--- config.mk ---
export PLATFORM = sky130hd
export DESIGN_NAME = tqvp_bus_initiator
export DESIGN_NICKNAME = d
export VERILOG_FILES = /design/src/rtl/tqvp_bus_initiator.sv
export SDC_FILE = /design/constraint.sdc
export NUM_CORES = 1
export LEC_CHECK = 0
export CAP_MARGIN = 20
export CORE_MARGIN = 4
export CORE_UTILIZATION = 45
export CTS_BUF_LIST = sky130_fd_sc_hd__clkbuf_4 sky130_fd_sc_hd__clkbuf_8
export DETAILED_ROUTE_END_ITERATION = 6
export HOLD_SLACK_MARGIN = 0.08
export PLACE_DENSITY = 0.9
export SYNTH_ARGS = -nofsm -noshare
export SYNTH_HDL_FRONTEND = slang
export SYNTH_SLANG_ARGS = --single-unit
--- constraint.sdc ---
create_clock -name clk -period 2.39 [get_ports clk]
set_input_delay 0.239 -clock clk [delete_from_list [all_inputs] [get_ports clk]]
set_output_delay 0.239 -clock clk [all_outputs]
set_load 0.1 [all_outputs]
--- src/rtl/tqvp_bus_initiator.sv ---
// tqvp_bus_initiator: single-outstanding command-to-peripheral bus initiator.
// Accepts one command, drives one sized read/write access with a wait-state
// timeout, then holds the response until the consumer takes it.
module tqvp_bus_initiator #(
  parameter int unsigned TIMEOUT_CYCLES = 255
) (
  input  logic        clk,
  input  logic        rst_n,
  input  logic        cmd_valid,
  output logic        cmd_ready,
  input  logic        cmd_write,
  input  logic [1:0]  cmd_size,
  input  logic [5:0]  cmd_addr,
  input  logic [31:0] cmd_wdata,
  output logic [5:0]  address,
  output logic [31:0] data_in,
  output logic [1:0]  data_write_n,
  output logic [1:0]  data_read_n,
  input  logic [31:0] data_out,
  input  logic        data_ready,
  output logic        rsp_valid,
  input  logic        rsp_ready,
  output logic [31:0] rsp_rdata,
  output logic [1:0]  rsp_status
);

  localparam int unsigned AW = 6;
  localparam int unsigned DW = 32;
  localparam int unsigned CW = 8;

  localparam logic [1:0] STB_IDLE    = 2'b11;
  localparam logic [1:0] SZ_8        = 2'b00;
  localparam logic [1:0] SZ_16       = 2'b01;
  localparam logic [1:0] SZ_ILLEGAL  = 2'b11;
  localparam logic [1:0] ST_OK       = 2'b00;
  localparam logic [1:0] ST_TIMEOUT  = 2'b01;
  localparam logic [1:0] ST_ILLEGAL  = 2'b10;

  localparam logic [CW-1:0] CNT_LAST = CW'(TIMEOUT_CYCLES - 1);

  typedef enum logic [1:0] {
    S_IDLE   = 2'b00,
    S_ACCESS = 2'b01,
    S_RESP   = 2'b10
  } state_e;

  state_e          state_q, state_d;
  logic            write_q, write_d;
  logic [1:0]      size_q, size_d;
  logic [CW-1:0]   cnt_q, cnt_d;
  logic [AW-1:0]   addr_q, addr_d;
  logic [DW-1:0]   wdata_q, wdata_d;
  logic [1:0]      wr_n_q, wr_n_d;
  logic [1:0]      rd_n_q, rd_n_d;
  logic [DW-1:0]   rdata_q, rdata_d;
  logic [1:0]      status_q, status_d;
  logic            rsp_valid_q, rsp_valid_d;
  logic            cmd_ready_q, cmd_ready_d;

  // Keep only the bytes covered by the access size; upper bits read as zero.
  function automatic logic [DW-1:0] mask_rdata(input logic [1:0] size, input logic [DW-1:0] d);
    logic [DW-1:0] m;
    case (size)
      SZ_8:    m = {24'd0, d[7:0]};
      SZ_16:   m = {16'd0, d[15:0]};
      default: m = d;
    endcase
    return m;
  endfunction

  // State and registered outputs; reset also drops any active strobe at once.
  always_ff @(posedge clk or negedge rst_n) begin
    if (!rst_n) begin
      state_q     <= S_IDLE;
      write_q     <= 1'b0;
      size_q      <= 2'b00;
      cnt_q       <= '0;
      addr_q      <= '0;
      wdata_q     <= '0;
      wr_n_q      <= STB_IDLE;
      rd_n_q      <= STB_IDLE;
      rdata_q     <= '0;
      status_q    <= ST_OK;
      rsp_valid_q <= 1'b0;
      cmd_ready_q <= 1'b1;
    end else begin
      state_q     <= state_d;
      write_q     <= write_d;
      size_q      <= size_d;
      cnt_q       <= cnt_d;
      addr_q      <= addr_d;
      wdata_q     <= wdata_d;
      wr_n_q      <= wr_n_d;
      rd_n_q      <= rd_n_d;
      rdata_q     <= rdata_d;
      status_q    <= status_d;
      rsp_valid_q <= rsp_valid_d;
      cmd_ready_q <= cmd_ready_d;
    end
  end

  // Next-state and next-output logic; every register holds unless changed.
  always_comb begin
    state_d     = state_q;
    write_d     = write_q;
    size_d      = size_q;
    cnt_d       = cnt_q;
    addr_d      = addr_q;
    wdata_d     = wdata_q;
    wr_n_d      = wr_n_q;
    rd_n_d      = rd_n_q;
    rdata_d     = rdata_q;
    status_d    = status_q;
    rsp_valid_d = rsp_valid_q;
    cmd_ready_d = cmd_ready_q;

    case (state_q)
      S_IDLE: begin
        cmd_ready_d = 1'b1;
        if (cmd_valid && cmd_ready_q) begin
          cmd_ready_d = 1'b0;
          if (cmd_size == SZ_ILLEGAL) begin
            // Rejected without touching the bus.
            state_d     = S_RESP;
            status_d    = ST_ILLEGAL;
            rdata_d     = '0;
            rsp_valid_d = 1'b1;
          end else begin
            state_d = S_ACCESS;
            write_d = cmd_write;
            size_d  = cmd_size;
            addr_d  = cmd_addr;
            wdata_d = cmd_wdata;
            cnt_d   = '0;
            if (cmd_write) wr_n_d = cmd_size;
            else           rd_n_d = cmd_size;
          end
        end
      end

      S_ACCESS: begin
        if (data_ready) begin
          // Completion wins over a timeout firing in the same cycle.
          state_d     = S_RESP;
          status_d    = ST_OK;
          rdata_d     = write_q ? '0 : mask_rdata(size_q, data_out);
          wr_n_d      = STB_IDLE;
          rd_n_d      = STB_IDLE;
          rsp_valid_d = 1'b1;
        end else begin
          cnt_d = cnt_q + CW'(1);
          if (cnt_q == CNT_LAST) begin
            state_d     = S_RESP;
            status_d    = ST_TIMEOUT;
            rdata_d     = '0;
            wr_n_d      = STB_IDLE;
            rd_n_d      = STB_IDLE;
            rsp_valid_d = 1'b1;
          end
        end
      end

      S_RESP: begin
        if (rsp_ready) begin
          state_d     = S_IDLE;
          rsp_valid_d = 1'b0;
          cmd_ready_d = 1'b1;
        end
      end

      default: begin
        state_d     = S_IDLE;
        wr_n_d      = STB_IDLE;
        rd_n_d      = STB_IDLE;
        rsp_valid_d = 1'b0;
        cmd_ready_d = 1'b1;
      end
    endcase
  end

  assign cmd_ready    = cmd_ready_q;
  assign address      = addr_q;
  assign data_in      = wdata_q;
  assign data_write_n = wr_n_q;
  assign data_read_n  = rd_n_q;
  assign rsp_valid    = rsp_valid_q;
  assign rsp_rdata    = rdata_q;
  assign rsp_status   = status_q;

endmodule

[Yosys cells after proc, flatten, opt, wreduce, memory -nomap -nowiden]
Index checks and enable logic that the tools add are counted.
Widths: inputs -> output; s select.
Operators by class
  reductions and logical operators: 12
  shifts and indexed selects: 0
  order comparisons: 0
  add/sub/neg operators: 1
  divide/modulo/power cells: 0
  multipliers: 0
  equal/unequal tests: 13
  muxes and demuxes: 41
  bitwise operators: 3
Operator list (number)
  $mux 32: 5
  $pmux 32 s2: 2
  $mux 2: 17
  $mux 8: 3
  $pmux 2 s3: 3
  $pmux 8 s2: 1
  $ne 2x2->1 const B: 7
  $reduce_and 4->1: 3
  $reduce_and 5->1: 2
  $add 8x1->8 const B: 1
  $eq 8x8->1 const B: 1
  $mux 1: 7
  $pmux 1 s3: 2
  $reduce_and 3->1: 2
  $eq 2x1->1 const B: 2
  $eq 2x2->1 const B: 2
  $logic_not 2->1: 2
  $pmux 2 s2: 1
  $ne 3x3->1 const B: 1
  $not 1->1: 3
  $reduce_and 2->1: 1
  $reduce_bool 2->1: 1
  $logic_and 1x1->1: 1
Storage, ports and cells
  output and inout bits: 78
  latch bits: 0
  memories kept: 0
  memory bits (read-only): 0
  logic and storage cells: 82
  register bits after elaboration: 91
  input port bits: 78
  RAM bits: 0

[Logic depth before layout (Yosys ltp)]
Gate-level depths: netlist (run 1).
  depth after elaboration: 5
  depth in mapped cells: 6
  depth with buffers taken out: 5

[Least setup slack after synthesis (run 1)]
No wires, ideal clock.
  path kind: register to register
  start: register cmd_ready_q (netlist: cmd_ready)
  end: register wdata_q[10] (netlist: data_in[10])
  cell stages (with the launch flop): 6
  arrival: 1.956 ns
  path buffers: 2
  setup slack: 0.306 ns
  path through: dfstp_2 > nand4bb_1 > buf_2 > nor2_4 > buf_2 > mux2_1
On the way
  word-level cells in the longest chain between the ends: 2
Ends and longest elaborated chain
  from (decl): RTL line 58  | logic cmd_ready_q, cmd_ready_d;
  from (signal assigned): RTL line 98  | cmd_ready_q <= cmd_ready_d;
  $logic_and 1x1->1: RTL line 120  | if (cmd_valid && cmd_ready_q) begin
  $reduce_and 3->1 (no source line)
  to (signal assigned): RTL line 92  | wdata_q <= wdata_d;
  to (decl): RTL line 52  | logic [DW-1:0] wdata_q, wdata_d;
No other way between the ends.
A chain may end at the register's enable or synchronous reset.

[Final worst setup path (run 1)]
  start: register state_q[0]
  end: register wdata_q[8] (netlist: data_in[8])
On the way
  word-level cells in the longest chain between the ends: 2
Ends and longest elaborated chain
  from (decl): RTL line 47  | state_e state_q, state_d;
  from (signal assigned): RTL line 87  | state_q <= state_d;
  $logic_not 2->1: RTL line 117  | case (state_q)
  $reduce_and 3->1 (no source line)
No other way between the ends.

==> results of run 1 <==
==> worst paths after layout <==
path                       depth (start not counted)                        end  slack (ps)                     from
setup / recovery                                   4     data_in[8]$_DFFE_PN0P_         450   state_q[0]$_DFFE_PN0P_
hold / removal                                     2    data_in[11]$_DFFE_PN0P_         370                    rst_n
setup reg to reg                                   4     data_in[8]$_DFFE_PN0P_         450   state_q[0]$_DFFE_PN0P_
hold reg to reg                                    1    data_in[18]$_DFFE_PN0P_         490  data_in[18]$_DFFE_PN0P_
max in group asynchronous                          3  rsp_rdata[17]$_DFFE_PN0P_        1330                    rst_n
min in group clk                                   3   rsp_rdata[5]$_DFFE_PN0P_         440              data_out[5]
==> cell families (layout without fill, tap and decap cells) <==
kind of cell	after synthesis	count (layout)	share of synthesized area, %
flip-flops	91	91	55.96
multiplexers	41	41	11.28
XOR/XNOR	1	1	0.2147
adder cells (fa/ha/maj)	2	2	0.6132
buffers and inverters	31	186	3.189
AND/OR/NAND/NOR	109	109	13.46
AO/OA/AOI/OAI	97	97	15.27
==> through the flow <==
| stage | std cells | util, % | instance area, um2 | setup WS [ps] | hold WS [ps] |
|---|---|---|---|---|---|
| finish | 635 | 66.18 | 5799 | 448.6 | 371.1 |
| global route | 635 | 66.18 | 5799 | 372.8 | 406.7 |
| CTS | 635 | 66.18 | 5799 | 473.7 | 392.9 |
| detailed placement | 618 | 63.78 | 5589 | 346.4 | 230.0 |
| global placement | 618 | 63.78 | 5589 | 416.2 | 220.1 |
| floorplan | 372 | - | 4080 | 305.5 | -56.59 |
==> what timing repair did <==
item                      CTS  global route
hold endpoints to repair   33             0
hold buffers                1             0
buffers inserted            0             0
==> cells in the final DEF, fill, tap and decap left out, drive strengths merged, types with 3 or more instances in the layout <==
master and instances:
buf 90, dfrtp 86, clkdlybuf4s50 76, nand2 48, o21ai 42, mux2 40, o211ai 33, nand3 27
clkbuf 11, nor2 8, a211oi 6, a21oi 5, dfstp 5, o22a 4, inv 4, or2 4
nor3 3, or3 3, clkinvlp 3
==> registers in the layout, summed over array words and instances, names as in the netlist <==
name / cells
data_in: 32
address: 6
rsp_status: 2
data_write_n: 2
rsp_valid: 1
state_q: 2
write_q: 1
cnt_q: 8
rsp_rdata: 32
size_q: 2
cmd_ready: 1
data_read_n: 2
==> layer usage <==
layer / part of all wire [%] / wire (um)
met1: 41 / 4543
met2: 51 / 5687
met3: 7.0 / 789
met5: 0 / 0
met4: 1.7 / 187
==> worst max-delay path: cells and delay by family (launching register included) <==
kind	cells	cell delay, ps
simple gates	2	610
flops	1	570
mux	1	350
buf+inv	1	260
==> area by class of cell <==
| class | count | area [um2] | share of cell area [%] |
|---|---|---|---|
| Inverter | 3 | 11.26 | 0.1942 |
| Multi-Input combinational cell | 250 | 1698 | 29.28 |
| Tap cell | 108 | 135.1 | 2.330 |
| Clock inverter | 5 | 61.31 | 1.057 |
| Sequential cell | 91 | 2283 | 39.37 |
| Timing Repair Buffer | 167 | 1471 | 25.37 |
| Clock buffer | 11 | 138.9 | 2.395 |
==> reports/results.tsv, run 1 <==
metric	value	unit
detailed-route wire length	11210	um
GRT met3 Usage	4.292	%
post-cts gate resize count	0	
largest net degree at the start of global routing	41	
buffers added on ports	155	
outcome	finished, final reports clean	
Congestion Overflow GR	0	
post-synthesis async set-or-reset flop share	100.0	%
Root Buffer Master	sky130_fd_sc_hd__clkbuf_8	
global-route track usage on met2	35.08	%
detailed-routing iteration count for the pre-antenna-repair pass	4	
Routed wire per std cell	17.65	um
warnings from Yosys	0	
most common cell in the synthesized netlist	sky130_fd_sc_hd__dfrtp_1	
die span in x	103.2	um
summed instance area of the synthesized netlist	0.004080	mm2
CP cell instances	nand4bb_1 -> nor2_4 -> buf_12 -> mux2_1	
starting DRC count in detailed routing	159	
sum of net half-perimeters after detailed placement	8049	um
number of global-route vias before repair	3683	
fraction of the yosys area taken by sequential cells	55.96	%
sink count of the clock tree	91	
Post-synth top cells	sky130_fd_sc_hd__dfrtp_1 (86), sky130_fd_sc_hd__nand2_1 (48), sky130_fd_sc_hd__mux2_1 (40)	
number of filler instances in the final layout	682	
number of nets still failing antenna checks after routing	0	
weighted congestion reported at the end of routability-driven placement	0.8477	
register bit total from synthesis	91	
Worst slew margin	52.07	%
CTS clk-pin slew, worst paths	90	ps
fmax	515.1	MHz
Die Y-Extent	103.2	um
worst-path cell with the longest stage delay	sky130_fd_sc_hd__dfrtp_1	
unrepaired setup endpoints after global routing	false	
Nets	602	
layout cell share with drive strength beyond 1	22.39	%
Syn Area/Cell	10.97	um2
post-synthesis instance total	372	
Syn Nets	452	
Critical Path RT	2610	ps
Most Used Layer, Global Route	met2	
initial core utilization	46.56	%
MaxCap Viol Count	0	
growth of design area from synthesis to finish	42.13	%
area of the placeable core	0.008763	mm2
total via count in the routed design	3542	
slowest cell delay on critical path	570	ps
Cell variety after synth	44	
arrival time of data at the critical path endpoint	2160	ps
Die Area	0.01065	mm2
Final Cycle Share	81.23	%
Worst Max-Slew Pin Slew	718.1	ps
critical-path maximum fanout	40	
proportion of netlist area held by the largest area contributor	52.74	%
kind of start point of the critical path	flip-flop	
EDFF count, synth	0	
CP Class	reg2reg	
count of pins on the block boundary	156	
source-to-sink clock delay at the later pin of the worst-skew pair	350	ps
Tot GR Track Use	21.72	%
H-tree depth	3	
CP endpoint kind	flip-flop	
number of buffers on the longest clock path	2	
path type of the worst min-delay path	in2async	
final setup TNS	0	ps
num rows	34	
remaining design rule violation count	0	
number of antenna diodes	0	
vias per std cell	5.578	
shortest period the worst path allows	1941	ps
number of max-slew violations in the final report	0	
met1 layer usage reported by global route	28.55	%
final-report hold violation count	0	
antenna violations before repair	0	
cells taking the most area after synthesis	sky130_fd_sc_hd__dfrtp_1 (53%), sky130_fd_sc_hd__mux2_1 (11%), sky130_fd_sc_hd__o211ai_1 (6.1%), sky130_fd_sc_hd__nand2_1 (4.4%), sky130_fd_sc_hd__nand3_1 (3.3%)	
number of endpoints failing setup at the final stage	0	
TritonCTS Buffers	9	
most used flip-flop cell after synthesis	sky130_fd_sc_hd__dfrtp_1	
post-synth top area cell	sky130_fd_sc_hd__dfrtp_1	
final worst clock skew	18.90	ps
first-pass GRT wire length	18040	um
clock tree from TritonCTS	built	
Power of run 1 is left out: the tool's default activity adds up to more than one toggle a clock period on the data nets, which glitch-free logic cannot reach.
==> run 2: changes to the inputs <==
clock period = 1.8 ns   (was 2.39 ns; I/O delays follow)
==> run 2 against run 1 <==
Critical path depth is the same. Global-route usage grew 0.32 points. Final area grew 3.6%. Highest routed layer unchanged.
==> reports/results.tsv, run 2 (synthesis gave the netlist of run 1 again) <==
metric	value	unit	change
gate family responsible for the most delay along the worst path	flip-flops		was simple AND/OR/NAND/NOR gates
remaining design rule violation count	0		unchanged
leading cell type in the layout, fill and taps excluded	sky130_fd_sc_hd__buf_4		unchanged
fmax	568.5	MHz	was 515.1 MHz
sum of net half-perimeters after detailed placement	8374	um	was 8049 um
unrepaired setup endpoints after global routing	false		unchanged
outcome	finished, final reports clean		unchanged
weighted congestion reported at the end of routability-driven placement	0.8248		was 0.8477
first-pass GRT wire length	18420	um	was 18040 um
detailed-route wire length	11560	um	was 11210 um
Worst slew margin	58.39	%	was 52.07%
num rows	34		unchanged
detailed-routing iteration count for the pre-antenna-repair pass	6		was 4
count of pins on the block boundary	156		unchanged
vias per std cell	5.572		was 5.578
TritonCTS Buffers	9		unchanged
Tot GR Track Use	22.04	%	was 21.72%
source-to-sink clock delay at the later pin of the worst-skew pair	360	ps	was 350 ps
pre-CTS WS	-25.37	ps	was 346.4 ps
number of global-route vias before repair	3755		was 3683
kind of start point of the critical path	flip-flop		unchanged
initial core utilization	46.56	%	unchanged
Congestion Overflow GR	0		unchanged
Die Y-Extent	103.2	um	unchanged
number of filler instances in the final layout	683		was 682
layout cell share with drive strength beyond 1	24.12	%	was 22.39%
register area	0.002287	mm2	was 0.002283 mm2
shortest period the worst path allows	1759	ps	was 1941 ps
number of buffers on the longest clock path	2		unchanged
growth of design area from synthesis to finish	47.26	%	was 42.13%
area of the placeable core	0.008763	mm2	unchanged
Final Cycle Share	97.72	%	was 81.23%
metal3 WL	682	um	was 789 um
clock tree from TritonCTS	built		unchanged
Die Area	0.01065	mm2	unchanged
die span in x	103.2	um	unchanged
setup bufs post-CTS	0		unchanged
final worst clock skew	17.05	ps	was 18.90 ps
number of max-slew violations in the final report	0		unchanged
final-report hold violation count	0		unchanged
CP cell instances	nand4bb_1 -> nor2_4 -> buf_12 -> mux2_1		unchanged
number of endpoints failing setup at the final stage	0		unchanged
fin util	68.56	%	was 66.18%
worst-path cell with the longest stage delay	sky130_fd_sc_hd__dfstp_4		was sky130_fd_sc_hd__dfrtp_1
arrival time of data at the critical path endpoint	2000	ps	was 2160 ps
count of buffer and inverter cells on the critical path	1		unchanged
Routed wire per std cell	17.86	um	was 17.65 um
number of antenna diodes	0		unchanged
starting DRC count in detailed routing	271		was 159
slowest cell delay on critical path	630	ps	was 570 ps
final critical-path setup slack	41.06	ps	was 448.6 ps
path type of the worst min-delay path	in2async		unchanged
CTS clk-pin slew, worst paths	100	ps	was 90 ps
largest net degree at the start of global routing	42		was 41
critical-path maximum fanout	27		was 40
commonest cells after routing, fill and taps aside	sky130_fd_sc_hd__buf_4 (91), sky130_fd_sc_hd__dfrtp_1 (86), sky130_fd_sc_hd__clkdlybuf4s50_1 (76)		was sky130_fd_sc_hd__buf_4 (88), sky130_fd_sc_hd__dfrtp_1 (86), sky130_fd_sc_hd__clkdlybuf4s50_1 (76)
sink count of the clock tree	91		unchanged
CP endpoint kind	flip-flop		unchanged
H-tree depth	3		unchanged
Worst Max-Slew Pin Slew	624.2	ps	was 718.1 ps
Root Buffer Master	sky130_fd_sc_hd__clkbuf_8		unchanged
number of nets still failing antenna checks after routing	0		unchanged
multi-input combinational cell area	0.001698	mm2	unchanged
met2 WL	6187	um	was 5687 um
CP Class	reg2reg		unchanged
highest signal layer in the routed design	met4		unchanged
total via count in the routed design	3605		was 3542
Nets	614		was 602
Critical Path RT	2040	ps	was 2610 ps
Met1 Wirelength	4585	um	was 4543 um
MaxCap Viol Count	0		unchanged
buffers added on ports	155		unchanged
antenna violations before repair	0		unchanged
## run 2: final timing paths
path                       depth (start not counted)  slack [ps]                   start                           to
hold / removal                                     2         290                   rst_n    rsp_status[0]$_DFFE_PN0P_
setup reg to reg                                   4          40   cmd_ready$_DFFE_PN1P_      data_in[12]$_DFFE_PN0P_
min in group clk                                   3         400             data_out[7]     rsp_rdata[7]$_DFFE_PN0P_
hold reg to reg                                    1         490  data_in[6]$_DFFE_PN0P_       data_in[6]$_DFFE_PN0P_
max in group asynchronous                          3         880                   rst_n  data_write_n[1]$_DFFE_PN1P_
setup / recovery                                   4          40   cmd_ready$_DFFE_PN1P_      data_in[12]$_DFFE_PN0P_
## run 2: layout make-up
class	count	area share [%]
well taps	108	2.249
inverters	3	0.1874
clock inverters	6	1.187
flip-flops and latches	91	38.07
repair buffers	179	27.86
multi-input cells	250	28.26
clock buffers	10	2.187
## run 2: routing by layer
| layer | track usage (%) | vias up |
|---|---|---|
| met1 | 27.32 | 1779 |
| met3 | 3.823 | 8 |
| met4 | 6.574 | 0 |
| met2 | 39.37 | 137 |
| met5 | 0 | - |
| li1 | - | 1681 |
## run 2: metrics by stage
| step | hold slack (ps) | instances | area, um2 | TNS (ps) |
|---|---|---|---|---|
| final | 287.5 | 647 | 6008 | 0 |
| after global routing | 296.1 | 647 | 6008 | 0 |
| after CTS | 291.8 | 647 | 6008 | 0 |
| after detailed placement | 136.5 | 630 | 5796 | -226.9 |
| after global placement | 130.6 | 630 | 5796 | 0 |
| after floorplan | -115.6 | 372 | 4094 | -4136 |
## run 2: timing repair
item | CTS | global route
gates resized for setup | 0 | 0
endpoints found under the hold margin | 29 | 0
hold buffers | 1 | 0
Power of run 2 is left out for the same reason.
